`src/rtl/regfile_scoreboard.sv`:
```
// rtl/regfile_scoreboard.sv - GPR + HI/LO register file with bypass and a pending-write scoreboard
// Optional REGFILE_SB_FLUSH_EN adds sb_flush, which clears every pending counter.
module regfile_scoreboard #(
  parameter int DATA_W = 32,
  parameter int ADDR_W = 5,
  parameter int NUM_RD = 2,
  parameter int PEND_W = 2
) (
  input  logic                         clk,
  input  logic                         rst,
  input  logic [NUM_RD*(ADDR_W+1)-1:0] rd_addr,
  output logic [NUM_RD*DATA_W-1:0]     rd_data,
  output logic [NUM_RD-1:0]            rd_busy,
  input  logic                         iss_valid,
  input  logic [ADDR_W-1:0]            iss_dest,
  input  logic                         iss_hl,
  output logic                         iss_ready,
  input  logic                         wb_we,
  input  logic [ADDR_W-1:0]            wb_addr,
  input  logic [DATA_W-1:0]            wb_data,
  input  logic                         hl_we,
  input  logic [2*DATA_W-1:0]          hl_data,
`ifdef REGFILE_SB_FLUSH_EN
  input  logic                         sb_flush,
`endif
  output logic                         sb_err
);

  localparam int NUM_REGS = 2**ADDR_W;
  localparam logic [PEND_W-1:0] PEND_MAX = '1;

  logic [DATA_W-1:0] r_gpr [NUM_REGS];
  logic [PEND_W-1:0] r_pend [NUM_REGS];
  logic [DATA_W-1:0] r_hi;
  logic [DATA_W-1:0] r_lo;
  logic [PEND_W-1:0] r_pend_hl;
  logic              r_sb_err;

  logic              w_flush;
  logic              w_wb_hit;
  logic              w_gpr_full;
  logic              w_hl_full;
  logic              w_ready;
  logic              w_err_set;
  logic [NUM_REGS-1:0] w_inc;
  logic [NUM_REGS-1:0] w_dec;
  logic              w_inc_hl;
  logic              w_dec_hl;
  logic [PEND_W-1:0] w_pend_next [NUM_REGS];
  logic [PEND_W-1:0] w_pend_ret [NUM_REGS];
  logic [PEND_W-1:0] w_hl_next;
  logic [PEND_W-1:0] w_hl_ret;

`ifdef REGFILE_SB_FLUSH_EN
  assign w_flush = sb_flush;
`else
  assign w_flush = 1'b0;
`endif

  always_comb begin
    w_wb_hit   = wb_we && (wb_addr != '0);
    w_gpr_full = iss_valid && (iss_dest != '0) && (r_pend[iss_dest] == PEND_MAX)
                 && !(w_wb_hit && (wb_addr == iss_dest));
    w_hl_full  = iss_hl && (r_pend_hl == PEND_MAX) && !hl_we;
    w_ready    = !(w_gpr_full || w_hl_full || w_flush);
    w_err_set  = (w_wb_hit && (r_pend[wb_addr] == '0)) || (hl_we && (r_pend_hl == '0));
    for (int i = 0; i < NUM_REGS; i++) begin
      w_inc[i] = w_ready && iss_valid && (iss_dest == ADDR_W'(i)) && (i != 0);
      w_dec[i] = w_wb_hit && (wb_addr == ADDR_W'(i)) && (r_pend[i] != '0);
      // Busy looks only at retirement; a same-cycle issue is ordered after the operand read.
      w_pend_ret[i]  = w_flush ? '0 : r_pend[i] - PEND_W'(w_dec[i]);
      w_pend_next[i] = w_flush ? '0 : r_pend[i] + PEND_W'(w_inc[i]) - PEND_W'(w_dec[i]);
    end
    w_inc_hl  = w_ready && iss_hl;
    w_dec_hl  = hl_we && (r_pend_hl != '0);
    w_hl_ret  = w_flush ? '0 : r_pend_hl - PEND_W'(w_dec_hl);
    w_hl_next = w_flush ? '0 : r_pend_hl + PEND_W'(w_inc_hl) - PEND_W'(w_dec_hl);
  end

  assign iss_ready = w_ready;
  assign sb_err    = r_sb_err;

  always_comb begin
    logic [ADDR_W:0]   w_sel;
    logic [ADDR_W-1:0] w_idx;
    rd_data = '0;
    rd_busy = '0;
    for (int p = 0; p < NUM_RD; p++) begin
      w_sel = rd_addr[p*(ADDR_W+1) +: (ADDR_W+1)];
      w_idx = w_sel[ADDR_W-1:0];
      if (w_sel[ADDR_W]) begin
        if (w_sel[0]) begin
          rd_data[p*DATA_W +: DATA_W] = hl_we ? hl_data[2*DATA_W-1:DATA_W] : r_hi;
        end else begin
          rd_data[p*DATA_W +: DATA_W] = hl_we ? hl_data[DATA_W-1:0] : r_lo;
        end
        rd_busy[p] = (w_hl_ret != '0);
      end else if (w_idx != '0) begin
        rd_data[p*DATA_W +: DATA_W] = (w_wb_hit && (wb_addr == w_idx)) ? wb_data : r_gpr[w_idx];
        rd_busy[p] = (w_pend_ret[w_idx] != '0);
      end
    end
  end

  always_ff @(posedge clk or negedge rst) begin
    if (!rst) begin
      for (int i = 0; i < NUM_REGS; i++) begin
        r_gpr[i]  <= '0;
        r_pend[i] <= '0;
      end
      r_hi      <= '0;
      r_lo      <= '0;
      r_pend_hl <= '0;
      r_sb_err  <= 1'b0;
    end else begin
      if (w_wb_hit) begin
        r_gpr[wb_addr] <= wb_data;
      end
      if (hl_we) begin
        r_hi <= hl_data[2*DATA_W-1:DATA_W];
        r_lo <= hl_data[DATA_W-1:0];
      end
      for (int i = 0; i < NUM_REGS; i++) begin
        r_pend[i] <= w_pend_next[i];
      end
      r_pend_hl <= w_hl_next;
      if (w_err_set) begin
        r_sb_err <= 1'b1;
      end
    end
  end

endmodule

```
`config.mk`:
```
export PLATFORM = sky130hd
export DESIGN_NAME = regfile_scoreboard
export DESIGN_NICKNAME = d
export VERILOG_FILES = /design/src/rtl/regfile_scoreboard.sv
export SDC_FILE = /design/constraint.sdc
export NUM_CORES = 2
export LEC_CHECK = 0
export CELL_PAD_IN_SITES_DETAIL_PLACEMENT = 1
export CELL_PAD_IN_SITES_GLOBAL_PLACEMENT = 1
export CORE_ASPECT_RATIO = 1.2
export CORE_MARGIN = 1.5
export CORE_UTILIZATION = 50
export CTS_CLUSTER_SIZE = 14
export DETAILED_ROUTE_END_ITERATION = 16
export MAX_ROUTING_LAYER = met4
export PLACE_DENSITY_LB_ADDON = 0.15
export SLEW_MARGIN = 20
export SYNTH_ARGS = -nofsm -noshare
export SYNTH_HDL_FRONTEND = slang
export SYNTH_SLANG_ARGS = --single-unit
export TNS_END_PERCENT = 5
```
`constraint.sdc`:
```
create_clock -name clk -period 3.9 [get_ports clk]
set_input_delay 0.78 -clock clk [delete_from_list [all_inputs] [get_ports clk]]
set_output_delay 0.78 -clock clk [all_outputs]
set_load 0.05 [all_outputs]
```
== Yosys cells after proc, flatten, opt, wreduce, memory -nomap -nowiden ==
Index checks and enable logic that the tools add are counted.

* Flip-flop bits (word level): 1155
* Output and inout port bits: 68
* Logic and storage cells: 434

* $add $sub $neg: 97
* $lt $le $gt $ge: 5
* Eq/ne operators: 67
* Multiplexer cells: 35
* Bitwise operators: 4
* Reductions and logical operators: 158

{| class="wikitable"
|+ Operators by type and width
! kind !! count
|-
| $bwmux 1024 || 1
|-
| $mux 32 || 15
|-
| $bmux 32 s5 || 2
|-
| $demux 32 s5 || 1
|-
| $eq 5x5->1 const B || 32
|-
| $sub 2x1->2 || 65
|-
| $logic_and 1x1->1 || 110
|-
| $eq 5x4->1 const B || 16
|-
| $reduce_bool 2->1 || 36
|-
| $add 2x1->2 || 32
|-
| $bmux 2 s5 || 4
|-
| $eq 5x3->1 const B || 8
|-
| $ge 6x6->1 const B || 4
|-
| $not 5->6 || 4
|-
| $eq 5x2->1 const B || 4
|-
| $reduce_bool 5->1 || 4
|-
| $mux 2 || 8
|-
| $eq 5x5->1 || 3
|-
| $eq 5x1->1 const B || 2
|-
| $lt 6x1->1 const B || 1
|-
| $logic_not 5->1 || 1
|-
| $eq 2x2->1 const B || 2
|-
| $logic_not 2->1 || 2
|-
| $mux 1 || 4
|-
| 2 further kinds || 5
|}

== Longest topological paths before layout ==
* Depth in word-level cells: 13
* Mapped depth: 15
* Gate-level depth less buffers: 12

== Worst setup path before layout ==
OpenSTA, ideal clock, no wires.

* Kind: input -> output
* Start: input port wb_addr[4]
* End: output port rd_busy[0]
* Arrival: 3.623 ns
* Slack: -0.503 ns
* Stages: 11
* Cell sequence: buf_2 buf_2 nor4bb_1 clkbuf_1 nand2_1 clkbuf_1 nor3b_1 o22ai_1 o22ai_1 o32ai_1 o311ai_1

* Longest elaborated chain between the ends: 11
* Elaborated cells between the ends (all ways): 136
* Those cells by class: add/sub (32); eq/ne (31); mux (5); reduce/logical (68)

{| class="wikitable"
|+ RTL lines
! item !! RTL line !! text
|-
| from (decl) || 19 || <nowiki>input logic [ADDR_W-1:0] wb_addr,</nowiki>
|-
| $reduce_bool 5->1 || 61 || <nowiki>w_wb_hit = wb_we && (wb_addr != '0);</nowiki>
|-
| $logic_and 1x1->1 || 61 ||
|-
| $logic_and 1x1->1 (2 in a row) || 69 || <nowiki>w_dec[i] = w_wb_hit && (wb_addr == ADDR_W'(i)) && (r_pend[i] != '0);</nowiki>
|-
| $sub 2x1->2 || 71 || <nowiki>w_pend_ret[i] = w_flush ? '0 : r_pend[i] - PEND_W'(w_dec[i]);</nowiki>
|-
| $bmux 2 s5 (*) || 100 || <nowiki>rd_busy[p] = (w_pend_ret[w_idx] != '0);</nowiki>
|-
| $mux 2 (not written as such) (*) (2 in a row) || 100 ||
|-
| $reduce_bool 2->1 (*) || 100 ||
|-
| $mux 1 (*) || 98 || <nowiki>end else if (w_idx != '0) begin</nowiki>
|-
| $mux 1 (*) || 91 || <nowiki>if (w_sel[ADDR_W]) begin</nowiki>
|-
| to (decl) || 13 || <nowiki>output logic [NUM_RD-1:0] rd_busy,</nowiki>
|}

Mark *: on every way between the ends. The rest lies on a longest branch, timed or not. The select of a mux whose other input is x is not followed.

== Worst setup path after layout ==
* Start: input port rd_addr[7]
* End: output port rd_data[59]

* Longest elaborated chain between the ends: 7
* Elaborated cells between the ends (all ways): 10
* Those cells by class: eq/ne (1); mux (6); bitwise (1); reduce/logical (2)

{| class="wikitable"
|+ RTL lines
! item !! RTL line !! text
|-
| from (decl) || 11 || <nowiki>input logic [NUM_RD*(ADDR_W+1)-1:0] rd_addr,</nowiki>
|-
| $not 5->6 (not written as such) || 99 || <nowiki>rd_data[p*DATA_W +: DATA_W] = (w_wb_hit && (wb_addr == w_idx)) ? wb_data : r_gpr[w_idx];</nowiki>
|-
| $bmux 32 s5 || 99 ||
|-
| $mux 32 (not written as such) (2 in a row) || 99 ||
|-
| $mux 32 || 99 ||
|-
| $mux 32 (*) || 98 ||
|-
| $mux 32 (*) || 91 ||
|-
| to (decl) || 12 || <nowiki>output logic [NUM_RD*DATA_W-1:0] rd_data,</nowiki>
|}

Marks and branches as above.

==> results_dict.tcl <==
set metrics [dict create \
    io_buffers 191 \
    max_stage_delay_ns 0.40 \
    yosysMostFrequentCell "nand2_1" \
    status "complete, but fails checks" \
    hp-class "register to register" \
    synth_edf_count 0 \
    async_flop_share_pct 100 \
    num_vias 59100 \
    grt_max_degree 106 \
    end_kind "primary output" \
    grt_pass1_vias 63000 \
    finalInstanceArea_mm2 0.0798 \
    placed_cell_area_mm2 0.0746 \
    critPathKind "input port to primary output" \
    timing.critical_path.buf_inv 5 \
    p_int_mw 26.5 \
    combPwrFrac_pct 25.5 \
    avgRoutedWirePerCell_um 31.9 \
    syn_area_mm2 0.0658 \
    yosysTopAreaCellShare_pct 43.9 \
    cts_tree "yes" \
    clockPowerShare_pct 32.2 \
    setup_viol 9 \
    dieArea_mm2 0.134 \
    critPathSlowestCell "a221oi_1" \
    dp_cells 8552 \
    slew_violations 0 \
    period_minus_slack_ns 3.98 \
    grt_antenna_before_repair 7 \
    hold_ws_ns 0.402 \
    multi_input_area_mm2 0.0350 \
    synth_ff_type "dfrtp_1" \
    ant_nets 0 \
    cts_made_buffers 130 \
    die_x_um 334 \
    worst_slew_pin_slew_ns 1.06 \
    max_freq_mhz 251 \
    finalCritPeriodShare_pct 102 \
    syn-num-nets 6777 \
    fin_ws_ns -0.0824 \
    critical_path.max_fanout 17 \
    stdcell_count 8804 \
    seq_area_mm2 0.0289 \
    cts_sinks 1155 \
    syn2layout_area_growth_pct 21.4 \
    synth.top_cells.by_area "dfrtp_1 (44%), nand2_1 (11%), mux4_2 (9.0%), mux2_2 (8.8%), mux2i_1 (7.5%)" \
    violations "setup timing" \
    p_leak_nw 37.6 \
    clk_path_buf_depth 3 \
    synth_largest_area_cell "dfrtp_1" \
    clkTransAtPathRegs_ns 0.06 \
    io_pins 192 \
    initial_core_util_pct 50.4 \
    crit_top_cell "buf_12" \
    finalWirelength_um 281000 \
    required_ns 3.12 \
    synthCells 6619 \
    rows 145 \
    critPathTopFamily "compound AO/OA/AOI/OAI gates" \
    root_buffer "clkbuf_16" \
    clk_latency_ns 0.79 \
    chipHeight_um 400 \
    crit_arrival_ns 3.20 \
    first_iter_violations 5789 \
    htreeDepth 4 \
    yosys_warnings 0 \
    n_fill_cell 13700 \
    dp_hpwl_um 180000 \
    crit_chain "clkbuf_8 -> inv_1 -> nor2_4 -> buf_12 -> buf_4 -> a221oi_1 -> nor2_1 -> o211ai_1 -> o21ai_0 -> o21ai_1 -> buf_12" \
    p_seq_share_pct 42.3 \
    grt_overflow 0 \
    grt.total_usage_pct 43.0 \
    power_mw 39.6 \
    finalHoldViolCount 0 \
    vias_per_cell 6.72 \
    synth_seq_area_share_pct 43.9 \
    yosys_register_bits 1155 \
    grt_pass1_wl_um 413000 \
    place_ws_ns -0.549 \
    fin_nets 7171 \
    swShare_pct 33.1 \
    finClkSkew_ns 0.0197 \
    start_kind "input port" \
    layout-drive-gt1-share_pct 27.0 \
    netlist_top_cells_count "nand2_1 (1885), dfrtp_1 (1155), mux2_2 (513)" \
    syn_avg_cell_area_um2 9.94 \
    remaining_drc_errors 0 \
    maxCapViolCount 0 \
    rsz0062_at_grt "yes" \
    ir_drop_mv 0.440 \
    drt_first_pass_iters 5 \
    relSlewSlack_pct 29.4 \
    power_switching_mw 13.1 \
    gp_congestion 0.938 \
    cellPowerDensity_mw_per_mm2 497 \
    synthDistinctLibCells 75 \
    coreArea_mm2 0.130 \
]
==> worst paths after layout <==
check / from / end / slack [ns] / cells after the start
setup reg to reg: r_pend[13] / r_pend[27] / 0.62 / 11
setup / recovery: rd_addr[7] / rd_data[59] / -0.08 / 11
min in group asynchronous: rst / r_hi[6] / 0.58 / 2
hold / removal: r_gpr[1007] / r_gpr[1007] / 0.40 / 0
max in group asynchronous: rst / r_pend[19] / 2.14 / 3
hold reg to reg: r_gpr[1007] / r_gpr[1007] / 0.40 / 0
==> flip-flops by register name, indices dropped and copies added, names as in the netlist <==
signal and count:
r_hi 32, r_pend 64, r_lo 32, r_gpr 1024, r_pend_hl 2, sb_err 1
==> routing by layer <==
| metal | wire (um) | global-route usage (%) | up-vias |
|---|---|---|---|
| li1 | - | - | 24200 |
| met1 | 106000 | 51.7 | 30800 |
| met2 | 132000 | 66.6 | 3017 |
| met3 | 22100 | 7.61 | 1047 |
| met4 | 20000 | 27.9 | 0 |
| met5 | 0 | - | - |
==> power by group through the flow <==
| stage | Sequential, mW | Combinational, mW | Clock, mW |
|---|---|---|---|
| 2_1_floorplan | 15.9 | 6.35 | 0 |
| 3_3_place_gp | 16.5 | 9.29 | 0 |
| 3_5_place_dp | 16.8 | 9.70 | 0 |
| 4_1_cts | 16.6 | 9.93 | 12.9 |
| 5_1_grt | 17.0 | 10.8 | 13.3 |
| 6_report | 16.8 | 10.1 | 12.8 |
==> area by class of cell <==
| cell class | instances | area share [%] |
|---|---|---|
| antenna | 9 | 0.0282 |
| clock buffer | 179 | 4.74 |
| clock inverter | 45 | 0.682 |
| inverter | 63 | 0.299 |
| multi-input combinational | 4780 | 43.9 |
| sequential | 1155 | 36.2 |
| tap | 1690 | 2.65 |
| timing repair buffer | 883 | 11.5 |
==> stage by stage <==
step / TNS (ns) / utilization [%]
2_1_floorplan: -14.59 / -
3_3_place_gp: -19.26 / 57.2
3_5_place_dp: -21.71 / 57.2
4_1_cts: -0.0251 / 60.9
5_1_grt: -1.47 / 61.2
6_report: -0.367 / 61.2
==> placed cells by master, fill, tap and decap left out, drive strengths merged, types with 29 or more instances in the layout <==
cell type      synthesis  routed
clkinv                 0      29
dfrtp               1155    1155
clkbuf               483     183
a22oi                193     193
nand2               1885    1885
nor2                 245     245
mux2                 513     513
ha                    34      34
a221oi               194     194
mux4                 264     264
clkdlybuf4s50          0     104
inv                   63      68
o21ai                364     364
xnor2                 41      41
buf                  138     768
a21oi                123     123
mux2i                495     495
o211ai                85      85
nor2b                 52      52
==> what timing repair did <==
action                                  in CTS  in global routing
cloned                                       2                  1
resized for setup                          152                 84
hold buffers                                 1                  0
hold endpoints to repair                     4                  0
endpoints found under the setup margin      67                 65
setup buffers                               16                  3
pin swaps                                   26                  8
==> kinds of logic (layout without fill, tap and decap cells) <==
group                      after synthesis  count (layout)  synth area share (%)
DFF                                   1155            1155                  43.9
adders and majority gates               34              34                 0.647
AOI/OAI and AO/OA                     1071            1071                  10.9
other                                    1              10               0.00570
muxes                                 1272            1272                  25.4
buffers and inverters                  684            1170                  4.09
xor gates and xnor gates                64              64                 0.852
and+or+nand+nor                       2338            2338                  14.2
Note: power is estimated with default switching activity, not from simulation.
